**src/rtl/tpu_pkg.sv**
```systemverilog
// Shared definitions for the systolic-array sequencer: FSM encoding and compute-phase length.
package tpu_pkg;

    typedef enum logic [2:0] {
        IDLE     = 3'd0,
        LOAD_MEM = 3'd1,
        PRELOAD  = 3'd2,
        CAL      = 3'd3,
        DRAIN    = 3'd4,
        FINISH   = 3'd5
    } state_t;

    // Fill (SIZE-1) + skew (2*SIZE-1) + one output cycle.
    function automatic int cal_cycles(input int size);
        return 3 * size - 1;
    endfunction

endpackage

```
**src/rtl/tpu_sequencer_phase_counter.sv**
```systemverilog
// Phase counter: restarts from zero on clr, otherwise counts up; tc flags cnt == limit.
// Latency: cnt_nxt is combinational, cnt registers on the falling edge.
// Backpressure: none; the owner decides when to clear.
module phase_counter #(
    parameter int W = 5
) (
    input  logic         clk,
    input  logic         rst,
    input  logic         clr,
    input  logic [W-1:0] limit,
    output logic [W-1:0] cnt_nxt,
    output logic         tc
);

    logic [W-1:0] cnt;

    assign cnt_nxt = clr ? '0 : cnt + W'(1);
    assign tc      = (cnt == limit);

    always_ff @(negedge clk or negedge rst) begin
        if (!rst) cnt <= '0;
        else      cnt <= cnt_nxt;
    end

endmodule

```
**src/rtl/tpu_sequencer.sv**
```systemverilog
// Job sequencer for the systolic array: load, preload, compute and drain per tile.
// Latency: SIZE + CAL_CYCLES cycles from load_mem_done to the first out_valid.
// Backpressure: waits in LOAD_MEM for load_mem_done; start is ignored while busy.
module tpu_sequencer
    import tpu_pkg::*;
#(
    parameter int SIZE       = 8,
    parameter int CROWS      = 3,
    parameter int TILE_WIDTH = 4,
    parameter int CAL_CYCLES = cal_cycles(SIZE),
    parameter int CNT_WIDTH  = $clog2(CAL_CYCLES + 1),
    parameter int COL_WIDTH  = $clog2(SIZE)
) (
    input  logic                  clk,
    input  logic                  rst,
    input  logic                  start,
    input  logic [TILE_WIDTH-1:0] num_tiles,
    input  logic                  load_mem_done,
    output logic                  busy,
    output logic                  load_req,
    output logic                  preload_weight,
    output logic                  preload_cweight,
    output logic                  cal,
    output logic                  out_valid,
    output logic [COL_WIDTH-1:0]  out_col,
    output logic [TILE_WIDTH-1:0] tile_idx,
    output logic                  done
);

    state_t                state, state_nxt;
    logic [TILE_WIDTH-1:0] ntiles_q, ntiles_nxt, tile_nxt;
    logic [CNT_WIDTH-1:0]  cnt_limit, cnt_nxt;
    logic                  cnt_clr, cnt_tc, last_tile;

    phase_counter #(.W(CNT_WIDTH)) u_phase_counter (
        .clk     (clk),
        .rst     (rst),
        .clr     (cnt_clr),
        .limit   (cnt_limit),
        .cnt_nxt (cnt_nxt),
        .tc      (cnt_tc)
    );

    always_comb begin
        cnt_limit = '0;
        case (state)
            PRELOAD, DRAIN: cnt_limit = CNT_WIDTH'(SIZE - 1);
            CAL:            cnt_limit = CNT_WIDTH'(CAL_CYCLES - 1);
            default:        cnt_limit = '0;
        endcase
    end

    // ntiles_q is non-zero whenever DRAIN is reachable, so the subtraction cannot wrap.
    assign last_tile = (tile_idx == ntiles_q - TILE_WIDTH'(1));

    always_comb begin
        state_nxt  = state;
        ntiles_nxt = ntiles_q;
        tile_nxt   = tile_idx;
        cnt_clr    = 1'b1;
        case (state)
            IDLE: begin
                if (start) begin
                    ntiles_nxt = num_tiles;
                    tile_nxt   = '0;
                    state_nxt  = (num_tiles == '0) ? FINISH : LOAD_MEM;
                end
            end
            LOAD_MEM: begin
                if (load_mem_done) state_nxt = PRELOAD;
            end
            PRELOAD: begin
                if (cnt_tc) state_nxt = CAL;
                else        cnt_clr   = 1'b0;
            end
            CAL: begin
                if (cnt_tc) state_nxt = DRAIN;
                else        cnt_clr   = 1'b0;
            end
            DRAIN: begin
                if (!cnt_tc) begin
                    cnt_clr = 1'b0;
                end else if (last_tile) begin
                    state_nxt = FINISH;
                end else begin
                    tile_nxt  = tile_idx + TILE_WIDTH'(1);
                    state_nxt = LOAD_MEM;
                end
            end
            FINISH:  state_nxt = IDLE;
            default: state_nxt = IDLE;
        endcase
    end

    // Outputs decode the next state/count so they line up with the registered state.
    always_ff @(negedge clk or negedge rst) begin
        if (!rst) begin
            state           <= IDLE;
            ntiles_q        <= '0;
            tile_idx        <= '0;
            busy            <= 1'b0;
            load_req        <= 1'b0;
            preload_weight  <= 1'b0;
            preload_cweight <= 1'b0;
            cal             <= 1'b0;
            out_valid       <= 1'b0;
            out_col         <= '0;
            done            <= 1'b0;
        end else begin
            state           <= state_nxt;
            ntiles_q        <= ntiles_nxt;
            tile_idx        <= tile_nxt;
            busy            <= (state_nxt != IDLE);
            load_req        <= (state_nxt == LOAD_MEM);
            preload_weight  <= (state_nxt == PRELOAD);
            preload_cweight <= (state_nxt == PRELOAD) && (cnt_nxt < CNT_WIDTH'(CROWS));
            cal             <= (state_nxt == CAL);
            out_valid       <= (state_nxt == DRAIN);
            out_col         <= (state_nxt == DRAIN) ? cnt_nxt[COL_WIDTH-1:0] : '0;
            done            <= (state_nxt == FINISH);
        end
    end

endmodule

```
**config.mk**
```make
export PLATFORM = sky130hd
export DESIGN_NAME = tpu_sequencer
export DESIGN_NICKNAME = d
export VERILOG_FILES = /design/src/rtl/tpu_pkg.sv /design/src/rtl/tpu_sequencer_phase_counter.sv /design/src/rtl/tpu_sequencer.sv
export SDC_FILE = /design/constraint.sdc
export NUM_CORES = 1
export LEC_CHECK = 0
export ABC_AREA = 1
export BUFFER_PORTS_ARGS = -buffer_cell sky130_fd_sc_hd__buf_4
export CAP_MARGIN = 15
export CORE_ASPECT_RATIO = 0.8
export CORE_MARGIN = 2
export CORE_UTILIZATION = 31
export DETAILED_ROUTE_END_ITERATION = 8
export HOLD_SLACK_MARGIN = 0.03
export SETUP_SLACK_MARGIN = 0.1
export SLEW_MARGIN = 10
export SYNTH_ARGS = -nofsm -noshare
export SYNTH_HDL_FRONTEND = slang
export SYNTH_SLANG_ARGS = --single-unit
```
**constraint.sdc**
```tcl
create_clock -name clk -period 1.95 [get_ports clk]
set_input_delay 0 -clock clk [delete_from_list [all_inputs] [get_ports clk]]
set_output_delay 0 -clock clk [all_outputs]
set_load 0.01 [all_outputs]
```
==> impl_metrics.yaml, run 1 <==
status:
  status: "finished, final reports clean"
die:
  die_area_sq_um: 5000
  num_rows: 21
  design.core.area_sq_um: 4230
  die_h_microns: 63.6
  die_w_microns: 78.5
  io_pins: 22
  start_util_pct: 32.6
timing:
  finalSetupTns_ps: 0
  drv_slew: 0
  maxSlewHeadroom_pct: 77.6
  rsz0062_at_grt: "true"
  final_hold_viol_count: 0
  worstMarginPinSlew_ps: 332
  finalSetupViolCount: 0
  clock_skew_ps: 4.06
pwr:
  power_density_nw_per_um2: 1590
  p_leak_uw: 0.00101
  vdd_drop_max_v: 0.000558
global_route:
  grt_max_degree: 27
  antenna_found_initial: 0
  grt_pass1_vias: 1069
  gr-usage-all-layers_pct: 12.5
  grt_pass1_wl_mm: 4.93
  grt_overflow_total: 0
yosys:
  async_flop_share_pct: 100
  syn-cell-area_sq_um: 1380
  synth_area_per_cell_sq_um: 8.10
  synth_cells: 170
  synth-main-ff-cell: "dfrtn_1"
  ys_ff_latch: 26
  syn_nets: 181
  seq_area_frac_synth_pct: 47.2
  ys_types: 23
  yosysWarnings: 0
  synth-edff-count: 0
worst_setup_path:
  start_kind: "register"
  path_cells: "buf_4"
  worstRegToRegCells: 11
  path_class: "register to output pin"
  cp_num_cells: 1
  crit_family: "flip-flops"
  r2r-end: "preload_cweight"
  max_stage_delay_ps: 430
  r2r_slack_ps: 210
  cp_num_buf_inv: 1
  startpoint: "tile_idx[2]"
  critPathRequiredTime_ps: 1950
  endpoint: "tile_idx[2]"
  crit_fanout: 2
  cp-end-kind: "output pin"
  reg2reg_from: "state[1]"
  cp.arrival_ps: 1810
  slowest_stage: "dfrtn_1"
cells_and_area:
  layout-drive-gt1-share_pct: 36.5
  fillers: 427
  num_antenna_cells: 0
  nNetsFinal: 221
  stdcell_area_sq_um: 1840
  final_util_pct: 43.5
  multiInputGateArea_sq_um: 694
  syn_to_final_growth_pct: 33.6
  regArea_sq_um: 651
placement:
  hpwlAfterDp_mm: 2.06
  placed_cell_area_sq_um: 1640
  port-buffer-count: 21
  gp_congestion: 0.766
clocking:
  cts_sinks: 26
  ctsHoldBuffers: 0
  clkSlewWorstSetupHoldPaths_ps: 60
  clk_path_buf_depth: 2
  clock_latency_ps: 280
  htree_levels: 1
  clockRootBuffer: "clkbuf_8"
  cts_tree: "built"
  numCtsBuffers: 3
job:
  cap_violations: 0
route:
  final_antenna_net_count: 0
  routed_via_density: 4.30
  drt-initial-drc-count: 59
  wire_per_inst_microns: 10.7
  firstDrtPassIters: 4
  routed_wl_mm: 2.83
  drc: 0
  num_vias: 1140
worst_hold_path:
  hp-class: "register to register"
  hold_path_depth: 1
-- power by group --
| part | switching (uW) | leakage, uW | internal (uW) |
|---|---|---|---|
| Combinational | 1060 | 0.000640 | 736 |
| Sequential | 133 | 0.000344 | 704 |
| Clock | 154 | 0.0000216 | 138 |
-- state kept, by name (all words and copies together), names as in the netlist --
name and flops:
preload_cweight 1, load_req 1, cal 1, out_valid 1, done 1, u_phase_counter.cnt 5, preload_weight 1, out_col 3
busy 1, state 3, ntiles_q 4, tile_idx 4
-- cells in the final DEF, fill, tap and decap left out --
cell type,netlist,routed
xor2_1,2,2
inv_1,29,24
o21ai_0,7,5
nand3_1,13,9
nand3_2,1,4
a21oi_1,3,2
clkbuf_8,0,3
nand3b_1,1,1
ha_1,3,2
nand2_2,3,10
buf_4,0,36
nand4_1,3,3
nor2_2,2,2
nor3_1,2,2
ha_4,0,1
nand3_4,1,2
nand2_1,44,36
xnor2_1,2,2
nor2_4,3,5
nand3b_2,1,1
nand2_4,3,4
o21ai_1,0,2
dfrtn_1,26,26
a21oi_4,1,1
a21oi_2,0,1
nor2_1,18,16
inv_2,1,6
-- timing repair --
action	in CTS	in global routing
setup buffers	5	5
pin swaps	0	7
gates cloned	0	0
gates resized for setup	0	28
setup endpoints to repair	9	13
-- worst min-delay path by stage --
stage                                       from                      to  slack (ps)
after global placement               ntiles_q[1]             ntiles_q[1]         480
final                     u_phase_counter.cnt[0]  u_phase_counter.cnt[0]         460
after global routing      u_phase_counter.cnt[0]  u_phase_counter.cnt[0]         480
after CTS                                    rst             tile_idx[0]         490
after floorplan                      ntiles_q[1]             ntiles_q[1]         440
after detailed placement             ntiles_q[1]             ntiles_q[1]         500
-- cell usage after synthesis, types with 2 or more instances --
master   instances  share of area, %
nor2_4           3               2.5
nor2_2           2              0.91
nor3_1           2              0.73
dfrtn_1         26                47
o21ai_0          7               2.5
nand2_1         44                12
ha_1             3               2.7
nand4_1          3               1.4
nand2_2          3               1.4
inv_1           29               7.9
xor2_1           2               1.3
xnor2_1          2               1.3
nor2_1          18               4.9
a21oi_1          3               1.1
nand3_1         13               4.7
nand2_4          3               2.5
-- layout make-up --
type | count | area share (%)
Multi-Input combinational cell | 113 | 37.7
Sequential cell | 26 | 35.4
Timing Repair Buffer | 36 | 14.7
Inverter | 30 | 6.12
Tap cell | 57 | 3.87
Clock buffer | 3 | 2.24
-- metal layers --
| layer | wire, microns | vias to the layer above | track usage, % |
|---|---|---|---|
| met1 | 1400 | 519 | 18.9 |
| met2 | 1290 | 18 | 17.6 |
| li1 | - | 601 | - |
| met5 | 0 | - | 0 |
| met3 | 98 | 2 | 3.30 |
| met4 | 42 | 0 | 3.29 |
-- stage by stage --
stage               hold slack, ps  setup slack, ps  cells  total power (uW)
detailed placement             496            -12.8    252              2290
floorplan                      436              216    170              1910
global route                   477             81.6    265              3200
global placement               484             15.3    252              2280
finish                         457              139    265              2920
CTS                            492              101    260              2620
-- kinds of logic (layout without fill, tap and decap cells) --
logic type                 after synthesis  in the layout  share of synthesized area, %
DFF                                     26             26                          47.2
and+or+nand+nor                         95             95                          34.2
AOI/OAI and AO/OA                       11             11                          4.81
adders and majority gates                3              3                          2.73
xor gates and xnor gates                 4              4                          2.54
buffers and inverters                   31             69                          8.45
(Power assumes the default switching activity.)
==> run 2, diff against run 1 <==
--- a/config.mk
+++ b/config.mk
@@ -5,7 +5,6 @@
 export SDC_FILE = /design/constraint.sdc
 export NUM_CORES = 1
 export LEC_CHECK = 0
-export ABC_AREA = 1
 export BUFFER_PORTS_ARGS = -buffer_cell sky130_fd_sc_hd__buf_4
 export CAP_MARGIN = 15
 export CORE_ASPECT_RATIO = 0.8
==> impl_metrics.yaml, run 2 <==
pwr:
  power_density_nw_per_um2: 1680
  p_leak_uw: 0.000937
  vdd_drop_max_v: 0.000655
yosys:
  yosys-top-cells-count: "dfrtn_1 (26), nand2_1 (17), nor2_1 (12), xnor2_1 (8)"
  syn-cell-area_sq_um: 1360
  yosysMostFrequentCell: "dfrtn_1"
  synth_top_cell_area_share_pct: 47.7
  synth-compound-area-share_pct: 12.8
  synthTopCellsByArea: "dfrtn_1 (48%), xnor2_1 (5.1%), nand2_1 (4.7%)"
  synthAdderAreaFrac_pct: 2.75
  synth-xor-area-share_pct: 7.06
  synthMuxAreaShare_pct: 1.47
  yosys.area_share.simple_pct: 23.7
  ys_types: 46
  async_flop_share_pct: 100
  yosysWarnings: 0
  synth-main-ff-cell: "dfrtn_1"
  ys_ff_latch: 26
  seq_area_frac_synth_pct: 47.7
  synth_area_per_cell_sq_um: 10.0
  syn_nets: 147
  synth_cells: 136
  synth_top_family_by_area: "simple AND/OR/NAND/NOR gates"
  synth_top_area_cell: "dfrtn_1"
  synth-edff-count: 0
die:
  die_h_microns: 63.3
  io_pins: 22
  design.core.area_sq_um: 4200
  num_rows: 21
  start_util_pct: 32.4
  die_area_sq_um: 4950
  die_w_microns: 78.2
timing:
  finalSetupViolCount: 5
  clock_skew_ps: 6.68
  finalCritPeriodShare_pct: 104
  final_hold_viol_count: 0
  drv_slew: 0
  maxSlewHeadroom_pct: 77.3
  fin_crit_ps: 2020
  fmax_mhz: 494
  setup_ws_ps: -74.6
  rsz0062_at_grt: "true"
  worstMarginPinSlew_ps: 338
  whs_ps: 465
clocking:
  htree_levels: 1
  clkSlewWorstSetupHoldPaths_ps: 70
  clock_latency_ps: 290
  clockRootBuffer: "clkbuf_8"
  cts_sinks: 26
  cts_tree: "built"
  numCtsBuffers: 3
  clk_path_buf_depth: 2
placement:
  port-buffer-count: 21
  gp_congestion: 0.810
  dp.cells: 231
  hpwlAfterDp_mm: 2.33
cells_and_area:
  largest_register_ff_count: 5
  nNetsFinal: 199
  num_antenna_cells: 0
  mostFrequentLayoutCells: "buf_4 (49), dfrtn_1 (26), nand2_1 (16)"
  mostFrequentLayoutCell: "buf_4"
  syn_to_final_growth_pct: 45.0
  top_register: "u_phase_counter.cnt"
  reg.largest.list: "u_phase_counter.cnt x5, ntiles_q x4, tile_idx x4"
  layout-drive-gt1-share_pct: 43.9
  fin_cells: 244
global_route:
  gr-usage-all-layers_pct: 14.6
  grt_overflow_total: 0
  antenna_found_initial: 0
  grt_pass1_wl_mm: 5.70
  grt_max_degree: 27
  grt_pass1_vias: 1245
route:
  num_vias: 1162
  drc: 0
  firstDrtPassIters: 4
  drt-initial-drc-count: 27
  routed_wl_mm: 3.37
  wire_per_inst_microns: 13.8
  final_antenna_net_count: 0
  routed_via_density: 4.76
worst_setup_path:
  path_class: "register to register"
  cp.arrival_ps: 3130
  critPathRequiredTime_ps: 3060
  start_kind: "register"
  cp-end-kind: "register"
  crit_fanout: 4
status:
  status: "complete, but fails checks"
  violations: "negative setup slack"
worst_hold_path:
  hp-class: "input port to asynchronous set/reset pin"
job:
  cap_violations: 0
[run 2: final cells by class]
type | count | area, sq um
fill | 423 | 2230
multi-input combinational | 99 | 753
clock inverter | 1 | 30.0
tap | 57 | 71.3
sequential | 26 | 651
inverter | 5 | 18.8
clock buffer | 3 | 41.3
timing repair buffer | 53 | 413
[run 2: path summary, 6_finish.rpt]
path	from	endpoint	slack (ps)	depth (start not counted)
setup / recovery	state[2]	busy	-70	7
hold reg to reg	ntiles_q[2]	ntiles_q[2]	470	2
hold / removal	rst	tile_idx[0]	460	1
max in group asynchronous	rst	state[1]	1190	1
setup reg to reg	state[2]	busy	-70	7
min in group clk	ntiles_q[2]	ntiles_q[2]	470	2
[run 2: cells by family (layout without fill, tap and decap cells)]
| kind of cell | after synthesis | count (layout) |
|---|---|---|
| and+or+nand+nor | 60 | 60 |
| DFF | 26 | 26 |
| adders and majority gates | 3 | 3 |
| buffers and inverters | 11 | 62 |
| AOI/OAI and AO/OA | 23 | 23 |
| muxes | 2 | 2 |
| xor gates and xnor gates | 11 | 11 |
[run 2: timing repair]
item                       4_1_cts  5_1_grt
hold endpoints to repair         0        0
buffers inserted                 8        1
pin swaps                       13        3
hold buffers                     0        0
setup endpoints to repair       19       17
gates resized for setup         14        3
[run 2: report_power, final]
part / internal, uW / switching (uW)
registers: 757 / 152
logic: 981 / 978
clock network: 275 / 187
total: 2010 / 1320
[run 2: routing by layer]
layer  share of wire [%]  wire, microns  vias to the layer above  global-route usage [%]
met2                  52           1750                       24                    26.3
met4                0.86             29                        0                    3.29
li1                    -              -                      577                       -
met5                   0              0                        -                       0
met3                 3.4            114                        5                    3.01
met1                  44           1480                      556                    18.1
[run 2: metrics by stage]
stage / instance area, sq um / utilization [%] / setup TNS (ps) / total power, uW / worst slack (ps)
floorplan: 1420 / - / -433 / 1980 / -207
global placement: 1770 / 42.0 / -1040 / 2530 / -219
detailed placement: 1770 / 42.0 / -1460 / 2580 / -259
CTS: 1960 / 46.6 / -70.1 / 3320 / -57.5
global route: 1980 / 47.1 / -778 / 3570 / -131
finish: 1980 / 47.1 / -224 / 3330 / -74.6
[run 2: worst max-delay path, cell delays in order (launching register included)]
cell and delay (ps):
dfrtn_1 440, buf_4 120, o21ai_2 70, a211oi_4 270, o21bai_4 120, or2_4 280
a211o_1 290, a211o_1 270
